**src/rtl/apb_cfg_slave.sv**
```systemverilog
// rtl/apb_cfg_slave.sv - APB completer driving a bank of configuration registers
// with optional pready wait states, pslverr decode and a sticky protocol-error flag.
module apb_cfg_slave #(
    parameter int ADDR_WIDTH = 8,
    parameter int DATA_WIDTH = 24,
    parameter int NUM_REGS = 58,
    parameter int WAIT_STATES = 0,
    parameter logic [DATA_WIDTH-1:0] RESET_VAL = '0
) (
    input  logic                           pclk,
    input  logic                           reset,
    input  logic                           psel,
    input  logic                           penable,
    input  logic                           pwrite,
    input  logic [ADDR_WIDTH-1:0]          paddr,
    input  logic [DATA_WIDTH-1:0]          pwdata,
    output logic [DATA_WIDTH-1:0]          prdata,
    output logic                           pready,
    output logic                           pslverr,
    output logic [NUM_REGS*DATA_WIDTH-1:0] cfg_out,
    output logic [NUM_REGS-1:0]            wr_strobe,
    output logic                           proto_err
);
    typedef enum logic [1:0] {IDLE, SETUP, ACCESS} state_t;

    state_t                  state;
    logic [DATA_WIDTH-1:0]   regs [NUM_REGS];
    logic [ADDR_WIDTH-1:0]   addr_q;
    logic                    dir_q;
    logic [DATA_WIDTH-1:0]   data_q;
    logic                    oor_q;
    logic [3:0]              cnt;
    logic [DATA_WIDTH-1:0]   rd_mux;
    logic                    oor;
    logic                    bus_changed;
    logic                    violation;

    // Full-width decode: anything at or above NUM_REGS is an error, no aliasing.
    assign oor = ({1'b0, paddr} >= (ADDR_WIDTH+1)'(NUM_REGS));

    always_comb begin
        rd_mux = '0;
        for (int i = 0; i < NUM_REGS; i++) begin
            if (paddr == ADDR_WIDTH'(i)) rd_mux = regs[i];
        end
    end

    generate
        for (genvar g = 0; g < NUM_REGS; g++) begin : g_cfg
            assign cfg_out[g*DATA_WIDTH +: DATA_WIDTH] = regs[g];
        end
    endgenerate

    // Only a master still in its access phase must hold the bus; a new setup phase may change it.
    assign bus_changed = psel && penable &&
                         (paddr != addr_q || pwrite != dir_q || pwdata != data_q);

    assign violation = (penable && !psel) ||
                       (state == IDLE && penable) ||
                       (state == ACCESS && bus_changed) ||
                       (state == ACCESS && !pready && !psel);

    always_ff @(posedge pclk or posedge reset) begin
        if (reset) begin
            state     <= IDLE;
            cnt       <= '0;
            addr_q    <= '0;
            dir_q     <= 1'b0;
            data_q    <= '0;
            oor_q     <= 1'b0;
            prdata    <= '0;
            pready    <= 1'b0;
            pslverr   <= 1'b0;
            wr_strobe <= '0;
            proto_err <= 1'b0;
            for (int i = 0; i < NUM_REGS; i++) regs[i] <= RESET_VAL;
        end else begin
            wr_strobe <= '0;
            if (violation) proto_err <= 1'b1;
            case (state)
                IDLE: begin
                    if (psel && !penable) state <= SETUP;
                end
                SETUP: begin
                    state   <= ACCESS;
                    addr_q  <= paddr;
                    dir_q   <= pwrite;
                    data_q  <= pwdata;
                    oor_q   <= oor;
                    cnt     <= 4'(WAIT_STATES);
                    prdata  <= rd_mux;
                    pready  <= (WAIT_STATES == 0);
                    pslverr <= (WAIT_STATES == 0) && oor;
                end
                ACCESS: begin
                    if (!pready) begin
                        if (!psel) begin
                            state   <= IDLE;
                            pready  <= 1'b0;
                            pslverr <= 1'b0;
                        end else begin
                            cnt <= cnt - 4'd1;
                            if (cnt == 4'd1) begin
                                pready  <= 1'b1;
                                pslverr <= oor_q;
                            end
                        end
                    end else begin
                        if (dir_q && !oor_q) begin
                            for (int i = 0; i < NUM_REGS; i++) begin
                                if (addr_q == ADDR_WIDTH'(i)) begin
                                    regs[i]      <= data_q;
                                    wr_strobe[i] <= 1'b1;
                                end
                            end
                        end
                        pready  <= 1'b0;
                        pslverr <= 1'b0;
                        state   <= (psel && !penable) ? SETUP : IDLE;
                    end
                end
                default: state <= IDLE;
            endcase
        end
    end
endmodule

```
**config.mk**
```make
export PLATFORM = sky130hd
export DESIGN_NAME = apb_cfg_slave
export DESIGN_NICKNAME = d
export VERILOG_FILES = /design/src/rtl/apb_cfg_slave.sv
export SDC_FILE = /design/constraint.sdc
export NUM_CORES = 2
export LEC_CHECK = 0
export ABC_AREA = 1
export CAP_MARGIN = 25
export CORE_AREA = 2 2 592 594
export CTS_BUF_LIST = sky130_fd_sc_hd__clkbuf_4
export CTS_CLUSTER_SIZE = 20
export DETAILED_ROUTE_END_ITERATION = 10
export DIE_AREA = 0 0 594 596
export SLEW_MARGIN = 20
export SYNTH_ARGS = -nofsm -noshare
export SYNTH_HDL_FRONTEND = slang
export SYNTH_SLANG_ARGS = --single-unit
export TNS_END_PERCENT = 20
```
**constraint.sdc**
```tcl
create_clock -name pclk -period 133.3 [get_ports pclk]
set_clock_uncertainty 0.15 [all_clocks]
set_input_delay 26.66 -clock pclk [delete_from_list [all_inputs] [get_ports pclk]]
set_output_delay 26.66 -clock pclk [all_outputs]
set_load 0.1 [all_outputs]
```
==> reports/metrics.yaml <==
timing:
  fin_crit_sh_pct: 25.9
  hold_viol: 0
  worst_slack_ns: 98.79
  tightestPinTransition_ns: 1.23
  post-route-min-period_ns: 34.51
  fin_tns_setup_ns: 0
  fmax_ghz: 0.0290
  finalSetupViolations: 0
  max_slew_margin_pct: 18.0
  rsz0062_at_grt: "false"
  slew_violations: 0
place:
  hpwl_um: 384000
  preCtsSetupSlack_ns: 98.22
  port_buffers: 1513
  routabilityCongestion: 0.985
clock_tree:
  cts_made_buffers: 434
  cts-root-buf: "clkbuf_4"
  cts_max_level: 5
  cts_tree: "done"
  worstSkewPairLatency_ns: 1.48
  cts.sinks: 1517
  postCtsSetupBuffers: 0
  holdBufCountCts: 0
  clk_path_buf_depth: 4
  post_cts_resized: 0
  clkTransAtPathRegs_ns: 0.06
yosys:
  synth_ff_type: "dfrtp_1"
  synth-async-reset-ratio_pct: 100
  yosysSeqAreaShare_pct: 56.7
  synth_area_leader_cell: "dfrtp_1"
  synthTopCellsByArea: "dfrtp_1 (57%), nand2_1 (14%), o21ai_0 (9.1%), inv_1 (5.0%), nor2_1 (3.9%)"
  netlist_area_mm2: 0.0669
  synth_cells: 8147
  synth_edf_count: 0
  avgSynthCellArea_um2: 8.21
  yosys-top-cells-count: "nand2_1 (2421), dfrtp_1 (1517), o21ai_0 (1212)"
  synth.distinct_cells: 36
  yosysWarnings: 0
  syn_nets: 8191
  yosysMostFrequentCell: "nand2_1"
  synth.top_cell.area_share_pct: 56.7
  ys_ff_latch: 1517
critical_path:
  crit_required_ns: 134.39
  cp_max_fo: 22
  worst_setup_path_end_kind: "flip-flop"
  critPathSlowestCell: "nor2_1"
  slowest_delay_ns: 0.68
  path_common_cell: "nand2_1"
  crit_type: "in -> reg"
  start_kind: "input pin"
  cp.arrival_ns: 35.59
drt:
  ant_nets: 0
  first_pass_iters: 8
  drtIter0Drc: 9492
  drc_errors: 0
  vias: 71280
  routed_wl_um: 508000
  vias_per_cell: 4.80
  routedWlPerCell_um: 34.2
layout:
  drive_above_1_share_pct: 12.9
  area_delta_synth_final_pct: 43.7
  num-nets-final: 9949
global_routing:
  grt_max_degree: 162
  grt_pass1_wl_um: 656000
  antenna_found_initial: 74
  first_global_vias: 66923
  gr-usage-all-layers_pct: 27.7
  overflow: 0
floorplanning:
  io_pins: 1514
  die_area_mm2: 0.354
  core-area_mm2: 0.348
  initial_core_util_pct: 19.2
  rows: 217
  fp.dieH_um: 596
  fp.dieW_um: 594
pwr:
  ir_worst_vdd_v: 0.00000863
  p_per_area_mw_per_mm2: 15.3
  leakage_nw: 42.8
run:
  maxCapViolCount: 0
worst_hold_path:
  hold_class: "reg -> reg"
outcome:
  status: "finished, final reports clean"
==> cells in the final DEF (no fill, tap or decap), types with 3 or more instances in the layout <==
cell	n
inv_4	24
or2_2	60
o21ai_0	1212
xor2_1	9
nor2_4	22
buf_4	296
a21oi_1	219
clkinv_2	17
clkinv_4	7
diode_2	38
buf_12	3
nand3_1	86
buf_16	109
mux2i_1	153
nand4_1	280
dfrtp_1	1493
nand2_1	2421
xnor2_1	17
nor2_1	637
bufinv_16	6
dfrtp_4	24
or2_0	6
nor4_1	4
clkbuf_4	632
inv_6	7
buf_2	24
buf_8	7
clkinvlp_4	4
clkdlybuf4s50_1	1384
nor3_1	14
nor2_2	50
clkinv_1	87
inv_2	15
ha_1	6
inv_1	852
==> through the flow <==
stage | hold slack, ns | util (%) | area [um2] | power, W | instances
final | 0.356 | 27.6 | 96100 | 0.00147 | 14846
after global placement | 0.335 | 25.1 | 87400 | 0.00101 | 13948
after global routing | 0.381 | 27.6 | 96100 | 0.00151 | 14816
after floorplan | 0.326 | - | 66900 | 0.000727 | 8147
after CTS | 0.354 | 27.5 | 95600 | 0.00148 | 14789
after detailed placement | 0.332 | 25.9 | 90100 | 0.00102 | 14049
==> where the power goes <==
| group | switching [W] | internal [W] | total (W) |
|---|---|---|---|
| sequential | 0.0000793 | 0.000485 | 0.000564 |
| clock | 0.000226 | 0.000228 | 0.000454 |
| combinational | 0.000391 | 0.0000652 | 0.000456 |
| total | 0.000696 | 0.000778 | 0.00147 |
==> path summary, 6_finish.rpt <==
| path | startpoint | endpoint | slack (ns) | cells past startpoint |
|---|---|---|---|---|
| max | paddr[7] | prdata[11]$_DFFE_PP0N_ | 98.79 | 38 |
| min | pslverr$_DFFE_PP0P_ | pslverr$_DFFE_PP0P_ | 0.36 | 2 |
| max reg2reg | cfg_out[35]$_DFFE_PP0P_ | prdata[11]$_DFFE_PP0N_ | 125.15 | 34 |
| min reg2reg | pslverr$_DFFE_PP0P_ | pslverr$_DFFE_PP0P_ | 0.36 | 2 |
| max in group asynchronous | reset | cfg_out[118]$_DFFE_PP0P_ | 101.21 | 9 |
| min in group asynchronous | reset | wr_strobe[37]$_DFF_PP0_ | 25.51 | 2 |
==> cell type report <==
cell class	instances	area [um2]
tap	4599	5750
fill	37273	252000
clock inverter	108	687
clock buffer	632	4740
timing repair buffer	1827	19400
sequential	1517	38100
inverter	914	3500
antenna	38	95.1
multi-input combinational	5211	23900
==> sequential cells by signal, summed over array words and instances, names as in the netlist <==
| register | count |
|---|---|
| prdata | 24 |
| proto_err | 1 |
| addr_q | 8 |
| oor_q | 1 |
| pslverr | 1 |
| cfg_out | 1392 |
| cnt | 4 |
| state | 2 |
| wr_strobe | 58 |
| dir_q | 1 |
| data_q | 24 |
| pready | 1 |
==> routing by layer <==
layer  up-vias  routed length [um]  global-route usage [%]
li1      29577                   -                       -
met1     34744              189000                    33.4
met2      5721              219000                    41.8
met3      1214               55300                    8.18
met4        24               43800                    20.5
met5         -                 170                       0
==> cell families after synthesis <==
logic type / share of synthesized area, %
AOI/OAI and AO/OA: 10.8
xor gates and xnor gates: 0.340
adders and majority gates: 0.131
buffers and inverters: 8.01
DFF: 56.7
muxes: 2.29
and+or+nand+nor: 21.7
==> worst max-delay path: cells and delay by family <==
kind	cells	cell delay, ns
simple gates	34	7.55
buf+inv	4	1.36
Note: power is estimated with default switching activity, not from simulation.
